## src/rtl/twiddle_gen.sv

```systemverilog
`default_nettype none
// ============================================================================
// Module   : twiddle_gen
// Brief    : Streams fp32 FFT twiddle factors W_N^k for one radix-2 stage from
//            a quarter-wave cosine table. Optional macro TWIDDLE_INVERSE_EN adds
//            i_inverse to emit conjugate (inverse-FFT) twiddles.
// Revision : 1.0
// ============================================================================
module twiddle_gen #(
    parameter  int N_POINTS = 8,
    localparam int LOG2N    = $clog2(N_POINTS),
    localparam int SW       = $clog2(LOG2N) + 1,
    localparam int KW       = LOG2N - 1
) (
    input  logic          i_clk,
    input  logic          i_rst_n,
`ifdef TWIDDLE_INVERSE_EN
    input  logic          i_inverse,
`endif
    input  logic          i_start,
    input  logic [SW-1:0] i_stage,
    input  logic          i_ready,
    output logic          o_valid,
    output logic [31:0]   o_wr,
    output logic [31:0]   o_wi,
    output logic [KW-1:0] o_k,
    output logic          o_is_one,
    output logic          o_is_mj,
    output logic          o_last,
    output logic          o_busy,
    output logic          o_err
);

    localparam int QTR  = N_POINTS / 4;
    localparam int HALF = N_POINTS / 2;

    typedef enum logic [0:0] {ST_IDLE = 1'b0, ST_RUN = 1'b1} state_t;

    // Elaboration-only: Taylor-series cosine, then round-to-nearest-even into fp32.
    function automatic logic [31:0] cos_fp32(input int m);
        real x, x2, term, sum, a, mr, rem;
        int  e, q;
        x    = 2.0 * 3.14159265358979323846 * $itor(m) / $itor(N_POINTS);
        x2   = x * x;
        term = 1.0;
        sum  = 1.0;
        for (int i = 1; i <= 24; i++) begin
            term = -term * x2 / $itor((2 * i - 1) * (2 * i));
            sum  = sum + term;
        end
        if (sum < 1.0e-9) return 32'h0000_0000;
        a = sum;
        e = 0;
        while (a >= 2.0) begin a = a / 2.0; e = e + 1; end
        while (a < 1.0)  begin a = a * 2.0; e = e - 1; end
        mr  = a * 8388608.0;
        q   = $rtoi(mr);
        rem = mr - $itor(q);
        if (rem > 0.5 || (rem == 0.5 && q[0])) q = q + 1;
        if (q == 16777216) begin q = 8388608; e = e + 1; end
        return {1'b0, 8'(e + 127), q[22:0]};
    endfunction

    function automatic logic [31:0] fneg(input logic [31:0] v);
        return (v[30:0] == 31'h0) ? 32'h0000_0000 : {~v[31], v[30:0]};
    endfunction

    logic [31:0] w_tab [0:QTR];
    for (genvar m = 0; m <= QTR; m++) begin : g_tab
        localparam logic [31:0] C_VAL = cos_fp32(m);
        assign w_tab[m] = C_VAL;
    end

    state_t        state_q, state_d;
    logic          gen_q;
    logic [KW-1:0] j_q;
    logic [SW-1:0] stage_q;
    logic          idx_vld_q, idx_last_q;
    logic [KW-1:0] idx_k_q;
    logic          vld_q, last_q, one_q, mj_q, err_q;
    logic [31:0]   wr_q, wi_q;
    logic [KW-1:0] k_q;
`ifdef TWIDDLE_INVERSE_EN
    logic          inv_q;
`endif

    logic          w_en, w_accept, w_reject;
    logic [KW-1:0] w_mask, w_k, w_jq;
    logic [SW-1:0] w_shamt;
    logic [31:0]   w_wr, w_wi;
    logic          w_mj;

    assign w_en    = !vld_q | i_ready;
    assign w_mask  = ~({KW{1'b1}} << stage_q);
    assign w_shamt = SW'(KW) - stage_q;
    assign w_k     = (j_q & w_mask) << w_shamt;

    always_comb begin
        state_d  = state_q;
        w_accept = 1'b0;
        w_reject = 1'b0;
        case (state_q)
            ST_IDLE: begin
                if (i_start) begin
                    if (i_stage < SW'(LOG2N)) begin
                        state_d  = ST_RUN;
                        w_accept = 1'b1;
                    end else begin
                        w_reject = 1'b1;
                    end
                end
            end
            ST_RUN: begin
                if (vld_q && i_ready && last_q) state_d = ST_IDLE;
            end
            default: state_d = ST_IDLE;
        endcase
    end

    always_ff @(posedge i_clk or negedge i_rst_n) begin
        if (!i_rst_n) state_q <= ST_IDLE;
        else          state_q <= state_d;
    end

    // Quarter-wave folding: second quadrant reuses the table mirrored about N/4.
    always_comb begin
        w_wr = 32'h0;
        w_wi = 32'h0;
        w_jq = '0;
        if (idx_k_q <= KW'(QTR)) begin
            w_wr = w_tab[idx_k_q];
            w_wi = fneg(w_tab[KW'(QTR) - idx_k_q]);
        end else begin
            w_jq = idx_k_q - KW'(QTR);
            w_wr = fneg(w_tab[KW'(QTR) - w_jq]);
            w_wi = fneg(w_tab[w_jq]);
        end
`ifdef TWIDDLE_INVERSE_EN
        if (inv_q) w_wi = fneg(w_wi);
`endif
        w_mj = (w_wr == 32'h0) && (w_wi == 32'hbf80_0000);
    end

    always_ff @(posedge i_clk or negedge i_rst_n) begin
        if (!i_rst_n) begin
            gen_q      <= 1'b0;
            j_q        <= '0;
            stage_q    <= '0;
            idx_vld_q  <= 1'b0;
            idx_last_q <= 1'b0;
            idx_k_q    <= '0;
            vld_q      <= 1'b0;
            last_q     <= 1'b0;
            one_q      <= 1'b0;
            mj_q       <= 1'b0;
            err_q      <= 1'b0;
            wr_q       <= 32'h0;
            wi_q       <= 32'h0;
            k_q        <= '0;
`ifdef TWIDDLE_INVERSE_EN
            inv_q      <= 1'b0;
`endif
        end else begin
            err_q <= w_reject;
            if (w_accept) begin
                gen_q   <= 1'b1;
                j_q     <= '0;
                stage_q <= i_stage;
`ifdef TWIDDLE_INVERSE_EN
                inv_q   <= i_inverse;
`endif
            end else if (w_en && gen_q) begin
                j_q <= j_q + 1'b1;
                if (j_q == KW'(HALF - 1)) gen_q <= 1'b0;
            end
            if (w_en) begin
                idx_vld_q  <= gen_q;
                idx_k_q    <= w_k;
                idx_last_q <= gen_q && (j_q == KW'(HALF - 1));
                // Idle slots carry zeros so flags never glitch high without o_valid.
                vld_q  <= idx_vld_q;
                last_q <= idx_vld_q && idx_last_q;
                k_q    <= idx_vld_q ? idx_k_q : '0;
                wr_q   <= idx_vld_q ? w_wr : 32'h0;
                wi_q   <= idx_vld_q ? w_wi : 32'h0;
                one_q  <= idx_vld_q && (idx_k_q == '0);
                mj_q   <= idx_vld_q && w_mj;
            end
        end
    end

    assign o_valid  = vld_q;
    assign o_wr     = wr_q;
    assign o_wi     = wi_q;
    assign o_k      = k_q;
    assign o_is_one = one_q;
    assign o_is_mj  = mj_q;
    assign o_last   = last_q;
    assign o_busy   = (state_q == ST_RUN);
    assign o_err    = err_q;

endmodule
`default_nettype wire

```

## config.mk

```make
export PLATFORM = sky130hd
export DESIGN_NAME = twiddle_gen
export DESIGN_NICKNAME = d
export VERILOG_FILES = /design/src/rtl/twiddle_gen.sv
export SDC_FILE = /design/constraint.sdc
export NUM_CORES = 1
export LEC_CHECK = 0
export ABC_CLOCK_PERIOD_IN_PS = 1650
export BUFFER_PORTS_ARGS = -buffer_cell sky130_fd_sc_hd__buf_2
export CAP_MARGIN = 10
export CORE_MARGIN = 2
export CORE_UTILIZATION = 35
export DETAILED_ROUTE_END_ITERATION = 6
export GPL_ROUTABILITY_DRIVEN = 1
export GPL_TIMING_DRIVEN = 0
export PLACE_DENSITY = 0.69
export RECOVER_POWER = 100
export SLEW_MARGIN = 25
export SYNTH_ARGS = -nofsm -noshare
export SYNTH_HDL_FRONTEND = slang
export SYNTH_SLANG_ARGS = --single-unit
```

## constraint.sdc

```tcl
create_clock -name i_clk -period 1.65 [get_ports i_clk]
set_clock_uncertainty 0.15 [all_clocks]
set_input_delay 0.0825 -clock i_clk [delete_from_list [all_inputs] [get_ports i_clk]]
set_output_delay 0.0825 -clock i_clk [all_outputs]
set_load 0.05 [all_outputs]
```

-- After elaboration in Yosys (flattened, before gate mapping)
Cells that the tools add are included.
- bits in registers: 82
- input bits: 7
- output and inout bits: 72
- logic and storage cells: 91
- $add $sub $neg: 5
- magnitude comparators: 6
- equality and inequality tests: 2
- shift-type cells: 2
- muxes and demuxes: 33
- bitwise operators: 11
- reductions and logical operators: 17
- operator list (operator ; number):
    32-bit 2-to-1 mux ; 15
    32-bit binary-select mux with 2-bit select ; 4
    31-bit zero test ; 3
    32-bit equality test, second input constant ; 1
    32-bit zero test ; 1
    3-bit >= comparator, second input constant ; 4
    2-bit inverter with 3-bit output ; 4
    1-bit 2-to-1 mux ; 10
    1-bit logical AND ; 8
    2-bit 2-to-1 mux ; 3
    1-bit inverter ; 4
    2-bit nonzero test ; 2
    2-bit subtractor, first input constant ; 2
    3-bit by 2-bit less-than comparator with 1-bit output, second input constant ; 1
    2-bit by 3-bit left shift with 2-bit output ; 1
    2-bit by 3-bit left shift with 2-bit output, first input constant ; 1
    2-bit by 3-bit subtractor with 3-bit output, first input constant ; 1
    2-bit by 1-bit adder with 2-bit output, second input constant ; 1
    2-bit bitwise AND ; 1
    2-bit equality test, second input constant ; 1
    2-bit <= comparator, second input constant ; 1
    2-bit zero test ; 1
    2-bit inverter ; 1
    1-bit case mux with 2 select lines ; 1
    4 further kinds ; 4

-- Logic depth before layout (Yosys ltp)
Gate-level depths: netlist of run 1.
- word-level depth: 12
- depth in mapped cells: 5
- mapped depth without buffers: 4

-- Worst setup path before layout of run 1
Ideal clock, no wire load.
- kind: register -> register
- start point: register state_q (netlist: o_busy)
- end point: register stage_q[1]
- data arrival time: 1.308 ns
- slack: 0.067 ns
- cell stages (with the launch flop): 4
- buffers on the path: 0
- period minus slack after synthesis: 1.583 ns
- path through: dfrtp_1 -> nand2b_4 -> nand2b_1 -> mux2_4
- longest elaborated chain between the ends: 1
- RTL lines (what ; RTL line ; text):
    start, declared ; 74 ; state_t state_q, state_d;
    start signal, assigned ; 122 ; else state_q <= state_d;
    1-bit 2-to-1 mux ; 102 ; case (state_q)
    end signal, assigned ; 168 ; stage_q <= i_stage;
    end, declared ; 77 ; logic [SW-1:0] stage_q;
Every way passes these cells.
A chain may end at the register's enable or synchronous reset.

-- Worst setup path in the final report of run 1
- start point: input i_stage[0]
- end point: register stage_q[0]
- longest elaborated chain between the ends: 4
- RTL lines (what ; RTL line ; text):
    start, declared ; 21 ; input logic [SW-1:0] i_stage,
    3-bit by 2-bit less-than comparator with 1-bit output ; 105 ; if (i_stage < SW'(LOG2N)) begin
    1-bit 2-to-1 mux ; 105 ;
    1-bit 2-to-1 mux ; 104 ; if (i_start) begin
    1-bit 2-to-1 mux ; 102 ;
Parallel ways exist; a longest one is shown, timed or not.

==> qor.yml, run 1 <==
run_status:
  status: "finished clean"
drt:
  drc: 0
  routed_wl_um: 2510
  postRouteAntennaNets: 0
  vias_per_cell: 3.70
  drtIter0Drc: 27
  post_drt_wl_per_cell_um: 8.82
  vias: 1051
  drtPass1Iterations: 4
setup_path:
  crit_buf_inv: 2
  crit_type: "in2reg"
  cp_data_arrival_time_ns: 1.51
  path_cells: "dlygate4sd3_1 > clkbuf_1 > a21oi_2 > nor2b_1 > mux2_1"
  path_depth: 5
  rrSetupSlack_ns: 0.26
  crit_path_max_incr_delay_ns: 0.54
  rr_worst_depth: 3
  r2r-start: "o_busy"
  crit_family: "buffers and inverters"
  r2r_end: "stage_q[0]"
  cp_slowest_cell: "dlygate4sd3_1"
  start_kind: "input port"
  cp-end-kind: "flip-flop"
  cp_max_fo: 3
  required_ns: 1.65
cells_and_area:
  final_cells: 284
  regArea_um2: 552
  area_delta_synth_final_pct: 36.1
  multi_input_area_um2: 457
  mostFrequentLayoutCells: "buf_4, clkbuf_2, conb_1"
  drive_gt1_frac: 0.466
  final_common_cell: "buf_4"
  diodes: 0
  fin_nets: 244
  nFillCells: 407
  final_design_area_no_fill_mm2: 0.00194
logic_synthesis:
  ys_ff_latch: 22
  yosysSeqAreaShare: 0.386
  synthCells: 146
  yosysUniqueCellTypes: 32
  ys_warn_count: 0
  avgSynthCellArea_um2: 9.77
  synth_area_mm2: 0.00143
timing:
  max-slew-margin-rel: 0.598
  finalCritPeriodShare: 0.919
  drv_slew: 0
  max_freq_mhz: 659
  tightestPinTransition_ns: 0.605
  hold_ws_ns: 0.189
  hold_viol_final: 0
  grt_setup_unrepaired: "no"
  fin_crit_ns: 1.52
  setup_ws_ns: 0.134
  setup_viol: 0
  setup_tns_ns: 0
global_route:
  antenna_found_initial: 0
  grt_first_pass_wirelength_um: 3770
  grt_overflow_total: 0
  grtUsageTotal: 0.108
  grt_pass1_vias: 849
  grt_max_degree: 24
floorplanning:
  start_util: 0.359
  io_pins: 79
  die_area_mm2: 0.00460
  fp.dieH_um: 67.8
  die_w_um: 67.8
  rows: 23
  fp.coreArea_mm2: 0.00397
power:
  comb_power_share: 0.604
  swShare: 0.525
  internal_power_w: 0.00168
  power_density_mw_per_mm2: 1820
  ir_worst_vdd_mv: 0.821
  seq_power_share: 0.257
  p_clk_frac: 0.140
  switching_power_w: 0.00186
  p_leak_nw: 1.14
run:
  cap_viol_max_count: 0
placement:
  pre_cts_slack_ns: 0.226
  placed_area_mm2: 0.00184
  place_congestion: 0.741
  hpwlAfterDp_um: 1910
  io_buffers: 52
  post-place-cells: 273
clock_network:
  htree_levels: 1
  cts_setup_buffers: 0
  cts_tree: "done"
  cts_root_buf: "clkbuf_8"
  clock_sinks: 22
  cts-buffers-inserted: 3
  clk_latency_ns: 0.26
  clk_transition_reported_paths_ns: 0.08
  clockBufferDepth: 2
hold_path:
  hold_class: "in2async"
synthesized netlist by cell type:
master | number | area [um2]
nand2b_1 | 3 | 18.8
nand2_1 | 10 | 37.5
o22ai_1 | 1 | 6.26
a21oi_2 | 1 | 8.76
inv_1 | 3 | 11.3
buf_4 | 60 | 450
o21ai_1 | 5 | 25.0
nand2b_4 | 1 | 13.8
ha_1 | 2 | 25.0
nor2_1 | 2 | 7.51
inv_2 | 1 | 3.75
nand4b_1 | 1 | 8.76
nor3_1 | 1 | 5.00
a21o_1 | 3 | 22.5
o21ai_0 | 5 | 25.0
a21oi_1 | 3 | 15.0
a22o_1 | 3 | 26.3
and3_4 | 1 | 11.3
and3_1 | 1 | 6.26
mux2_4 | 1 | 15.0
nand3_1 | 3 | 15.0
nor3b_1 | 1 | 7.51
buf_6 | 3 | 33.8
xnor2_1 | 1 | 8.76
o31ai_2 | 1 | 12.5
a41o_1 | 1 | 10.0
nor2b_2 | 2 | 17.5
conb_1 | 1 | 3.75
or3_1 | 1 | 6.26
and2_1 | 1 | 6.26
dfrtp_1 | 22 | 551
mux2_1 | 1 | 11.3
state kept, by name (all words and copies together) (netlist names):
name	cells
o_busy	1
o_wr	3
idx_last_q	1
o_is_one	1
j_q	2
stage_q	3
idx_k_q	2
o_is_mj	1
gen_q	1
o_last	1
o_wi	1
o_err	1
idx_vld_q	1
o_valid	1
o_k	2
power groups by stage:
stage | logic [W] | clock network [W] | registers, W
after detailed placement | 0.00221 | 0 | 0.000925
after CTS | 0.00223 | 0.000508 | 0.000915
after floorplan | 0.00159 | 0 | 0.00115
after global routing | 0.00228 | 0.000533 | 0.000947
after global placement | 0.00219 | 0 | 0.000912
final | 0.00214 | 0.000495 | 0.000909
metrics by stage:
step	total power (W)	util
after floorplan	0.00274	-
after global placement	0.00310	0.464
after detailed placement	0.00314	0.464
after CTS	0.00365	0.500
after global routing	0.00376	0.489
final	0.00354	0.489
cell type report:
class,count,area share
Sequential cell,22,0.284
Inverter,4,0.00774
Timing Repair Buffer,59,0.161
Clock buffer,3,0.0213
Clock inverter,1,0.0155
Multi-Input combinational cell,82,0.235
Buffer,63,0.243
Tap cell,50,0.0322
cells by family after synthesis:
kind of cell,after synthesis,share of synthesized area
xor gates and xnor gates,1,0.00614
AOI/OAI and AO/OA,23,0.106
other,1,0.00263
muxes,2,0.0184
DFF,22,0.386
adders and majority gates,2,0.0175
buffers and inverters,67,0.350
and+or+nand+nor,28,0.113
routing by layer:
layer,share of wire,track usage,vias to the layer above
met1,0.45,0.124,426
met2,0.45,0.195,50
met5,0,0,-
met3,0.094,0.0345,2
met4,0.0032,0.0225,0
li1,-,-,573
what timing repair did:
item                                   in CTS  in global routing
hold buffers                                7                  0
setup endpoints to repair                  21                  0
resized for setup                           1                  0
endpoints found under the hold margin      26                  0
how the worst max path moves through the flow:
stage	slack, ns	startpoint	to
finish	0.13	i_stage[0]	stage_q[0]
global route	0.04	o_wr[21]	o_wi[10]
CTS	0.14	o_wr[21]	o_wr[21]
detailed placement	0.23	o_wr[21]	o_wr[21]
global placement	0.25	o_wr[21]	o_wr[21]
floorplan	0.07	o_busy	stage_q[1]
No activity file was read; power rests on OpenSTA's default activity.
==> run 2, diff against run 1 <==
--- a/config.mk
+++ b/config.mk
@@ -9,11 +9,11 @@
 export BUFFER_PORTS_ARGS = -buffer_cell sky130_fd_sc_hd__buf_2
 export CAP_MARGIN = 10
 export CORE_MARGIN = 2
-export CORE_UTILIZATION = 35
+export CORE_UTILIZATION = 40
 export DETAILED_ROUTE_END_ITERATION = 6
 export GPL_ROUTABILITY_DRIVEN = 1
 export GPL_TIMING_DRIVEN = 0
-export PLACE_DENSITY = 0.69
+export PLACE_DENSITY = 0.76
 export RECOVER_POWER = 100
 export SLEW_MARGIN = 25
 export SYNTH_ARGS = -nofsm -noshare
==> run 2 against run 1 <==
Global-route usage increased by 1.7 points. Non-clock buffer count unchanged. Setup slack worse by 0.035 ns. Combinational power hardly changed. Die area down 12%. Largest power group unchanged. Highest routed layer unchanged.
==> qor.yml, run 2 (same netlist as run 1, synthesis figures left out) <==
clock_network:
  cts_setup_buffers: 0  # unchanged
  clockBufferDepth: 2  # unchanged
  cts-buffers-inserted: 3  # unchanged
  clk_latency_ns: 0.32  # +0.06 ns
  clock_sinks: 22  # unchanged
  clk_transition_reported_paths_ns: 0.13  # +0.05 ns
  cts_root_buf: "clkbuf_4"
  cts_tree: "done"
  htree_levels: 1  # unchanged
global_route:
  grtUsageTotal: 0.125  # +0.0170
  antenna_found_initial: 0  # unchanged
  grt_overflow_total: 0  # unchanged
  grt_first_pass_wirelength_um: 3980  # +5.5%
  grt_max_degree: 24  # unchanged
  grt_pass1_vias: 917  # +8.0%
placement:
  io_buffers: 52  # unchanged
  pre_cts_slack_ns: 0.235  # +0.00841 ns
  place_congestion: 0.700  # -5.5%
  hpwlAfterDp_um: 1870  # -2.5%
power:
  ir_worst_vdd_mv: 0.871  # +6.1%
  p_leak_nw: 1.13  # -0.43%
  power_density_mw_per_mm2: 1810  # -0.90%
drt:
  drtIter0Drc: 17  # -37%
  drc: 0  # unchanged
  routed_wl_um: 2430  # -3.0%
  postRouteAntennaNets: 0  # unchanged
  vias: 1078  # +2.6%
  drtPass1Iterations: 2  # -2
  vias_per_cell: 3.85  # +4.0%
  post_drt_wl_per_cell_um: 8.68  # -1.6%
setup_path:
  cp_data_arrival_time_ns: 1.32  # -0.19 ns
  cp-end-kind: "output pin"
  crit_type: "reg2out"
  required_ns: 1.42  # -0.23 ns
  cp_max_fo: 23  # +20
  start_kind: "flip-flop"
timing:
  tightestPinTransition_ns: 0.607  # +0.00138 ns
  max-slew-margin-rel: 0.597  # -0.000919
  max_freq_mhz: 645  # -2.3%
  drv_slew: 0  # unchanged
  setup_tns_ns: 0  # unchanged
  setup_viol: 0  # unchanged
  fin_crit_ns: 1.55  # +0.0351 ns
  grt_setup_unrepaired: "no"
  finalCritPeriodShare: 0.940  # +0.0213
  setup_ws_ns: 0.0986  # -0.0351 ns
  hold_viol_final: 0  # unchanged
run_status:
  status: "finished clean"
floorplanning:
  fp.coreArea_mm2: 0.00339  # -15%
  die_area_mm2: 0.00406  # -12%
  start_util: 0.421  # +0.0617
  io_pins: 79  # unchanged
  fp.dieH_um: 63.7  # -6.1%
  rows: 21  # -8.7%
  die_w_um: 63.7  # -6.1%
cells_and_area:
  multi_input_area_um2: 440  # -3.6%
  nFillCells: 319  # -22%
  final_common_cell: "buf_4"
  area_delta_synth_final_pct: 33.8
  drive_gt1_frac: 0.470  # +0.00427
  final_util: 0.563  # +0.0743
  mostFrequentLayoutCells: "buf_4, clkbuf_2, conb_1"
  diodes: 0  # unchanged
  fin_nets: 244  # unchanged
  regArea_um2: 554  # +0.45%
hold_path:
  hold_class: "in2async"
run:
  cap_viol_max_count: 0  # unchanged
run 2: changes by cell type in the layout (fill, tap and decap cells not counted), moves of 2 or more:
| cell | delta |
|---|---|
| clkbuf_1 | -4 |
| clkbuf_4 | +3 |
| clkbuf_8 | -3 |
| buf_2 | +2 |
| clkbuf_2 | +2 |
run 2: repair_timing:
item                                    CTS  global route
resized for setup                         1             1
endpoints found under the hold margin    28             0
hold buffers                              7             0
endpoints found under the setup margin   22            21
run 2: where the power goes:
part           leakage [nW]  switching [W]  internal [W]
clock                0.0279       0.000170      0.000246
sequential            0.283       0.000193      0.000713
combinational         0.823        0.00148      0.000646
total                  1.13        0.00185       0.00161
run 2: final timing paths:
path                       startpoint  endpoint  slack, ns  depth (start not counted)
max                          o_wr[21]   o_wr[1]        0.1                          2
min                           i_rst_n   o_valid       0.11                          2
max reg2reg                   o_valid   o_is_mj       0.24                          4
min reg2reg                    o_k[0]    o_k[0]       0.34                          1
max in group asynchronous     i_rst_n  o_wr[21]       0.85                          2
min in group i_clk             o_k[0]    o_k[0]       0.34                          1
run 2: layout make-up:
type | count | area share
clock buffer | 3 | 0.0118
timing repair buffer | 59 | 0.167
inverter | 4 | 0.00787
multi-input combinational | 82 | 0.231
buffer | 63 | 0.247
clock inverter | 1 | 0.0157
tap | 46 | 0.0302
sequential | 22 | 0.290
run 2: layer usage:
metal  part of all wire  GRT usage
met1               0.42      0.139
met2               0.49      0.217
met3              0.077     0.0429
met4              0.014     0.0489
met5                  0          0
run 2: critical path: stages (launching register included):
cell      delay, ns
dfrtp_4        0.60
buf_4          0.16
clkbuf_2       0.23
run 2: metrics by stage:
step                power, W  instances  cell area, um2  hold WS, ns
floorplan            0.00274        171            1520       -0.363
global placement     0.00309        269            1840      -0.0821
detailed placement   0.00312        269            1840      -0.0778
CTS                  0.00355        280            1960        0.106
global route         0.00364        280            1910        0.158
finish               0.00345        280            1910        0.107
